<file path="config.mk">
export PLATFORM = sky130hd
export DESIGN_NAME = wb_trace_fifo
export DESIGN_NICKNAME = d
export VERILOG_FILES = /design/src/rtl/wb_trace_fifo_pkg.sv /design/src/rtl/wb_trace_fifo_sync_fifo_ram.sv /design/src/rtl/wb_trace_fifo.sv
export SDC_FILE = /design/constraint.sdc
export NUM_CORES = 1
export LEC_CHECK = 0
export BUFFER_PORTS_ARGS = -buffer_cell sky130_fd_sc_hd__buf_2
export CORE_MARGIN = 2
export CORE_UTILIZATION = 35
export DETAILED_ROUTE_END_ITERATION = 7
export PLACE_DENSITY_LB_ADDON = 0.25
export REMOVE_ABC_BUFFERS = 1
export SETUP_SLACK_MARGIN = 0.4
export SLEW_MARGIN = 40
export SYNTH_ARGS = -nofsm -noshare
export SYNTH_HDL_FRONTEND = slang
export SYNTH_HIERARCHICAL = 1
export SYNTH_SLANG_ARGS = --single-unit
</file>
<file path="constraint.sdc">
create_clock -name clk -period 8.4 [get_ports clk]
set_input_delay 0.42 -clock clk [delete_from_list [all_inputs] [get_ports clk]]
set_output_delay 0.42 -clock clk [all_outputs]
set_load 0.05 [all_outputs]
</file>
<file path="src/rtl/wb_trace_fifo_pkg.sv">
// Shared definitions for the writeback trace capture FIFO.
//   trace_entry_t : one captured register write {pc, wen, wnum, wdata}, 73 bits
//   TRACE_ENTRY_WD / *_LSB : packed width and field offsets of an entry
package wb_trace_fifo_pkg;

  localparam int TRACE_ENTRY_WD = 73;
  localparam int WDATA_LSB      = 0;
  localparam int WNUM_LSB       = 32;
  localparam int WEN_LSB        = 37;
  localparam int PC_LSB         = 41;

  // Field order matches the offsets above (wdata in the low bits).
  typedef struct packed {
    logic [31:0] pc;
    logic [3:0]  wen;
    logic [4:0]  wnum;
    logic [31:0] wdata;
  } trace_entry_t;

endpackage

</file>
<file path="src/rtl/wb_trace_fifo_sync_fifo_ram.sv">
// DEPTH x W register array: one synchronous write port, one asynchronous read port.
//   clk     : write clock
//   i_we    : write enable
//   i_waddr : write address
//   i_wdata : write data
//   i_raddr : read address
//   o_rdata : mem[i_raddr], combinational
// Storage is deliberately not reset.
module sync_fifo_ram #(
  parameter int DEPTH = 16,
  parameter int AW    = 4,
  parameter int W     = 73
) (
  input  logic          clk,
  input  logic          i_we,
  input  logic [AW-1:0] i_waddr,
  input  logic [W-1:0]  i_wdata,
  input  logic [AW-1:0] i_raddr,
  output logic [W-1:0]  o_rdata
);

  logic [W-1:0] r_mem [DEPTH];

  always_ff @(posedge clk) begin
    if (i_we) r_mem[i_waddr] <= i_wdata;
  end

  assign o_rdata = r_mem[i_raddr];

endmodule

</file>
<file path="src/rtl/wb_trace_fifo.sv">
// Capture FIFO behind the core's writeback debug port. Every qualifying register
// write is pushed as one entry; a show-ahead valid/ready port drains it. Entries
// that arrive while full are dropped but counted (sticky overflow + saturating
// drop counter, cleared by clr_ovf).
//   clk, rst                     : clock, synchronous active-high reset
//   trace_en                     : capture enable (draining is unaffected)
//   debug_wb_pc/rf_wen/wnum/wdata: writeback debug port
//   out_valid/out_ready          : read handshake; out_* shows the head entry
//   count                        : occupancy 0..DEPTH
//   overflow, drop_cnt, clr_ovf  : loss reporting and its clear
module wb_trace_fifo
  import wb_trace_fifo_pkg::*;
#(
  parameter int DEPTH     = 16,
  parameter int AW        = 4,
  parameter bit FILTER_R0 = 1'b1,
  parameter int CNT_W     = 16
) (
  input  logic             clk,
  input  logic             rst,
  input  logic             trace_en,
  input  logic [31:0]      debug_wb_pc,
  input  logic [3:0]       debug_wb_rf_wen,
  input  logic [4:0]       debug_wb_rf_wnum,
  input  logic [31:0]      debug_wb_rf_wdata,
  output logic             out_valid,
  input  logic             out_ready,
  output logic [31:0]      out_pc,
  output logic [3:0]       out_wen,
  output logic [4:0]       out_wnum,
  output logic [31:0]      out_wdata,
  output logic [AW:0]      count,
  output logic             overflow,
  output logic [CNT_W-1:0] drop_cnt,
  input  logic             clr_ovf
);

  localparam logic [AW:0] FULL = (AW+1)'(DEPTH);

  logic [AW-1:0]    r_wr_ptr, r_rd_ptr;
  logic [AW:0]      r_count;
  logic             r_overflow;
  logic [CNT_W-1:0] r_drop_cnt;

  logic         w_cap, w_pop, w_push, w_drop, w_full;
  trace_entry_t w_wentry, w_rentry;

  assign w_full = (r_count == FULL);
  assign w_cap  = trace_en && (|debug_wb_rf_wen) &&
                  !(FILTER_R0 && (debug_wb_rf_wnum == 5'd0));
  assign w_pop  = out_valid && out_ready;
  // A pop in the same cycle frees the slot, so a full FIFO still accepts.
  assign w_push = w_cap && (!w_full || w_pop);
  assign w_drop = w_cap && w_full && !w_pop;

  assign w_wentry = '{pc: debug_wb_pc, wen: debug_wb_rf_wen,
                      wnum: debug_wb_rf_wnum, wdata: debug_wb_rf_wdata};

  sync_fifo_ram #(.DEPTH(DEPTH), .AW(AW), .W(TRACE_ENTRY_WD)) u_ram (
    .clk     (clk),
    .i_we    (w_push),
    .i_waddr (r_wr_ptr),
    .i_wdata (w_wentry),
    .i_raddr (r_rd_ptr),
    .o_rdata (w_rentry)
  );

  always_ff @(posedge clk) begin
    if (rst) begin
      r_wr_ptr <= '0;
      r_rd_ptr <= '0;
      r_count  <= '0;
    end else begin
      if (w_push) r_wr_ptr <= r_wr_ptr + 1'b1;
      if (w_pop)  r_rd_ptr <= r_rd_ptr + 1'b1;
      case ({w_push, w_pop})
        2'b10:   r_count <= r_count + 1'b1;
        2'b01:   r_count <= r_count - 1'b1;
        default: r_count <= r_count;
      endcase
    end
  end

  // Clear takes effect before a same-cycle drop, so that drop is still recorded.
  always_ff @(posedge clk) begin
    if (rst) begin
      r_overflow <= 1'b0;
      r_drop_cnt <= '0;
    end else if (clr_ovf) begin
      r_overflow <= w_drop;
      r_drop_cnt <= CNT_W'(w_drop);
    end else if (w_drop) begin
      r_overflow <= 1'b1;
      if (r_drop_cnt != '1) r_drop_cnt <= r_drop_cnt + 1'b1;
    end
  end

  assign out_valid = (r_count != '0);
  assign out_pc    = w_rentry.pc;
  assign out_wen   = w_rentry.wen;
  assign out_wnum  = w_rentry.wnum;
  assign out_wdata = w_rentry.wdata;
  assign count     = r_count;
  assign overflow  = r_overflow;
  assign drop_cnt  = r_drop_cnt;

endmodule

</file>
**Word-level counts from Yosys, hierarchy flattened**

Memory sizes are Yosys's and may differ from the RTL's. A register that Yosys moved wholly into a read port is not among the register bits.
Index checks and enable logic that the tools add are counted.

- Add/subtract/negate cells: 5
- Eq/ne operators: 4
- Multiplexer cells: 10
- Reduce and logical (&&, ||, !) cells: 19

Operators by type and width:

| kind | count |
|---|---|
| $add A16 B1 Y16 const B | 1 |
| $ne A16 B16 Y1 const B | 1 |
| $pmux W5 S2 | 1 |
| $add A4 B1 Y4 const B | 2 |
| $mux W4 | 2 |
| $mux W1 | 7 |
| $logic_and A1 B1 Y1 | 6 |
| $reduce_bool A2 Y1 | 3 |
| $add A5 B1 Y5 const B | 1 |
| $eq A5 B5 Y1 const B | 1 |
| $logic_not A5 Y1 | 1 |
| $reduce_bool A5 Y1 | 1 |
| $sub A5 B1 Y5 const B | 1 |
| $reduce_and A2 Y1 | 2 |
| $reduce_or A4 Y1 | 1 |
| $logic_not A1 Y1 | 3 |
| $eq A2 B1 Y1 const B | 1 |
| $eq A2 B2 Y1 const B | 1 |
| $reduce_or A2 Y1 | 1 |
| $logic_or A1 B1 Y1 | 1 |

- Register bits after elaboration: 30
- Memory bits (writable): 1168
- Input port bits: 78
- Word-level logic and storage cells: 45
- Memories kept: 1

Memory list:

| memory | words | bits a word | read ports | clocked after memory_dff | write ports | RTL line | text |
|---|---|---|---|---|---|---|---|
| u_ram.r_mem | 16 | 73 | 1 | 1 | 1 | wb_trace_fifo_sync_fifo_ram.sv:22 | `logic [W-1:0] r_mem [DEPTH];` |

**Depth between registers and ports, before layout**

- Word-level depth: 7
- Gate-level depth with buffers: 11
- Gate-level depth less buffers: 10

**By module**

The synthesis kept the hierarchy.

By module, submodules not included:

| module | times used | cells an instance | area an instance (um^2) |
|---|---|---|---|
| sync_fifo_ram | 1 | 1802 | 43665.6 |
| wb_trace_fifo | 1 | 185 | 1662.8 |

**Worst setup path after synthesis**

OpenSTA, ideal clock, no wires.

- Path type: register -> register
- Start: reg r_count[0], in the netlist count[0]
- End: mem u_ram.r_mem[0][0], enable pin
- Setup time: 594 ps
- Data arrival time: 6846 ps
- Slack: 961 ps
- Stages on the path, launching flop included: 6
- Path buffers: 0
- Period minus slack after synthesis: 7439 ps
- Path through: dfxtp_1 > nor4_4 > and2_1 > nor2_1 > or3b_2 > nor3_1

- Cells in the longest elaborated chain, start to end: 6

RTL lines:

| what | RTL line | text |
|---|---|---|
| from (decl) | wb_trace_fifo.sv:41 | `logic [AW:0] r_count;` |
| from (signal assigned) | wb_trace_fifo.sv:77 | `2'b10: r_count <= r_count + 1'b1;` |
| from (signal assigned) | wb_trace_fifo.sv:78 | `2'b01: r_count <= r_count - 1'b1;` |
| from (signal assigned) | wb_trace_fifo.sv:79 | `default: r_count <= r_count;` |
| $eq A5 B5 Y1 / $reduce_bool A5 Y1 (equally long branches) | wb_trace_fifo.sv:48, wb_trace_fifo.sv:98 |  |
| $logic_not A1 Y1 / $logic_and A1 B1 Y1 (equally long branches) | wb_trace_fifo.sv:53, wb_trace_fifo.sv:51 |  |
| $logic_or A1 B1 Y1 * | wb_trace_fifo.sv:53 | `assign w_push = w_cap && (!w_full \|\| w_pop);` |
| $logic_and A1 B1 Y1 * | wb_trace_fifo.sv:53 |  |
| via w_push | wb_trace_fifo.sv:45 | `logic w_cap, w_pop, w_push, w_drop, w_full;` |
| $mux W1 * | wb_trace_fifo_sync_fifo_ram.sv:25 | `if (i_we) r_mem[i_waddr] <= i_wdata;` |
| $mux W1 (not written as such) * | wb_trace_fifo_sync_fifo_ram.sv:25 |  |
| to (decl) | wb_trace_fifo_sync_fifo_ram.sv:22 |  |

The timed path passes the listed nets; every way through them passes the cells marked *.

==> results by group <==
Floorplanning
  – Chip height: 364 um
  – Die width: between 300 and 400 um
  – Core Region: around 130,000 um2
  – Die area: 132,000 um2
  – Starting density of the core: approximately a third
  – # rows: between 100 and 150
  – I/O pins: 174

Synth
  – Top area cells in the synthesized netlist: edfxtp_1 (77%), mux4_2 (15%), a22oi_1 (2.4%), dfxtp_1 (1.3%), nand2_1 (0.71%)
  – Seq/Total Area, Yosys: roughly four fifths
  – Synth warn: 6
  – #FFs+latches synth: about 1,200
  – Cell Area, Synth: around 45,000 um2
  – Cell taking the most area after synthesis: edfxtp_1
  – Post-synth top area share: 77.4%
  – Cell variety after synth: ~50
  – Asr flop ratio synth: 0%
  – Post-synth EDFFs: 1,168
  – Top FF cell, synth: edfxtp_1
  – Syn Area/Cell: between 20 and 25 um2
  – Top cells by count, synth: edfxtp_1 (1,168), mux4_2 (292), a22oi_1 (146)
  – Cell with the most instances after synthesis: edfxtp_1
  – Syn Inst Count: slightly below 2,000

Timing
  – Max-slew violations: 0
  – Tcrit/Tclk final: 52.9%
  – Slew Limit Headroom: between 40% and 50%
  – Final Hold Fails: 0
  – Clk_skew: approximately 0.026 ns
  – Max Clk Rate: 225 MHz
  – # setup viols final: 0
  – Unrepaired setup endpoints after global routing: false
  – Tmin final: 4.44 ns
  – Slew of the pin with the lowest slew margin: about 0.85 ns
  – Sum of negative setup slack: 0 ns
  – WHS: 0.0767 ns

Power
  – Max VDD drop: 0.192 mV
  – Power Internal: 10.8 mW
  – Share of power burned in registers: 46.1%
  – Sw Share: 26.7%
  – Comb power frac: 18.1%
  – Net Switching: 3.93 mW
  – Pwr/cell area: 280 nW/um2
  – Leak: between 15 and 20 nW
  – Clock group share of total power: 35.8%

Critical path
  – Required time of the worst setup path: 7.98 ns
  – Critical path fanouts, max: between 60 and 70
  – Crit end category: output pin
  – Arrival @ worst endpoint: around 4 ns
  – Worst Setup Start Kind: flop
  – CP max stage cell: dfxtp_4
  – Category of the most critical setup path: reg2out
  – CP bufs+invs: 3
  – Critical Path, Cell by Cell: buf_12 > buf_16 > mux4_2 > a22oi_1 > nand2_1 > buf_2
  – Slowest cell delay on critical path: 0.80 ns
  – CP delay by family, top: buffers and inverters

Route
  – Avg Vias per Cell: 5.19
  – 1st-pass router iterations: 5
  – Post-route ant nets: 0
  – DR iter-0 viols: 1,956
  – Routed wire per std cell: around 26 um
  – Drt total wl: 105 mm
  – Via count: about 21,000
  – DRC: 0

Global routing
  – GR Layer Usage met3: 3.37%
  – Largest net degree at the start of global routing: 87
  – Met1 Usage GRT: 21.7%
  – Global route overflow: 0
  – Gr usage total: 15.9%
  – Initial antenna violation count: 16
  – Most Used Layer, Global Route: met2
  – Vias in the first global route: 22,400
  – Met2 usage: approximately a quarter
  – First-pass GRT wire length: approximately 150 mm

CTS
  – Clk_lat worst skew: 0.71 ns
  – Reg clk slew, reported paths: around 0.060 ns
  – CTS H-tree depth: 3
  – Post-CTS resize count: 0
  – CTS tree: done
  – Clock sinks: 1,198
  – CTS Buf Count: 120
  – Clk buf depth: 3
  – CTS Root Cell: clkbuf_16

Hold path
  – Hold Crit Class: in2reg

Place
  – GP Congestion: approximately 0.73
  – Placed cell count: 3,848
  – Post-detail-place hpwl: ~58 mm
  – Port Buffers: 173

Job
  – Max Cap Viol: 0

Layout
  – Final non-filler cell total: 4,078
  – Share of layout cells above drive strength 1: between 30% and 40%
  – Filler cells: 11,200
  – Area grow syn2layout: 15.8%
  – Fin nets: 2,316

Status
  – Outcome: finished clean
-- cells by family (layout without fill, tap and decap cells) --
| kind of cell | count (synthesis) | after routing | synth area share [%] |
|---|---|---|---|
| flops | 1198 | 1198 | 78.7 |
| mux | 299 | 299 | 14.7 |
| simple gates | 188 | 188 | 1.98 |
| compound gates | 171 | 171 | 2.83 |
| buf+inv | 106 | 451 | 1.23 |
| xor+xnor | 18 | 18 | 0.348 |
| fa+ha+maj | 7 | 7 | 0.210 |
| other cells | 0 | 4 | 0 |
-- power by group through the flow --
stage	registers [mW]	logic, mW	clock network (mW)
2_1_floorplan	7.23	2.67	0
3_3_place_gp	6.92	2.66	0
3_5_place_dp	6.91	2.72	0
4_1_cts	6.79	2.73	5.40
5_1_grt	6.80	2.84	5.62
6_report	6.78	2.66	5.28
-- cell type report --
| type | count | area (um2) | area share, % |
|---|---|---|---|
| sequential | 1198 | 35700 | 68.0 |
| multi-input combinational | 683 | 9230 | 17.6 |
| antenna | 4 | 10.0 | 0.0191 |
| inverter | 4 | 15.0 | 0.0286 |
| tap | 1742 | 2180 | 4.15 |
| clock inverter | 79 | 781 | 1.49 |
| timing repair buffer | 224 | 1470 | 2.80 |
| clock buffer | 144 | 3110 | 5.93 |
-- worst paths after layout --
path / start / endpoint / slack [ns] / cells past startpoint
setup / recovery: r_rd_ptr[0] / out_wdata[21] / 3.96 / 6
hold reg to reg: overflow / overflow / 0.48 / 2
hold / removal: debug_wb_rf_wdata[31] / u_ram/r_mem[8][31] / 0.08 / 1
setup reg to reg: count[1] / u_ram/r_mem[14][4] / 4.42 / 7
-- cell usage in the layout, fill, tap and decap left out, types with 8 or more instances in the layout --
cell type / instances
clkbuf_1: 23
nand3_1: 8
a22oi_1: 146
mux4_2: 292
buf_4: 27
buf_2: 173
clkinv_1: 33
xnor2_1: 14
clkbuf_16: 121
bufinv_16: 14
clkinv_2: 18
nand2_1: 86
a21oi_1: 8
nor2_1: 28
edfxtp_1: 1168
buf_6: 10
nor2_4: 13
dfxtp_1: 28
-- stage by stage --
| stage | setup slack, ns | cell area, um2 | util, % | total power [mW] |
|---|---|---|---|---|
| 4_1_cts | 3.76 | 52400 | 40.7 | 14.9 |
| 6_report | 3.96 | 52500 | 40.7 | 14.7 |
| 2_1_floorplan | -5.44 | 44800 | - | 9.90 |
| 3_3_place_gp | 3.98 | 48300 | 37.5 | 9.58 |
| 5_1_grt | 3.54 | 52500 | 40.7 | 15.3 |
| 3_5_place_dp | 3.97 | 48500 | 37.6 | 9.64 |
-- flip-flops by register name, indices dropped and copies added (netlist names) --
signal,cells
u_ram/r_mem,1168
drop_cnt,16
count,5
r_rd_ptr,4
r_wr_ptr,4
overflow,1
-- per-layer routing --
metal / part of all wire [%] / up-vias
li1: - / 8980
met1: 43 / 11400
met2: 49 / 562
met3: 6.1 / 156
met4: 1.9 / 10
met5: 0.050 / -
-- repair_timing --
item	in CTS	in global routing
endpoints found under the hold margin	2	0
hold buffers	1	0
setup buffers	0	0
Power figures use the tool's default switching activity.
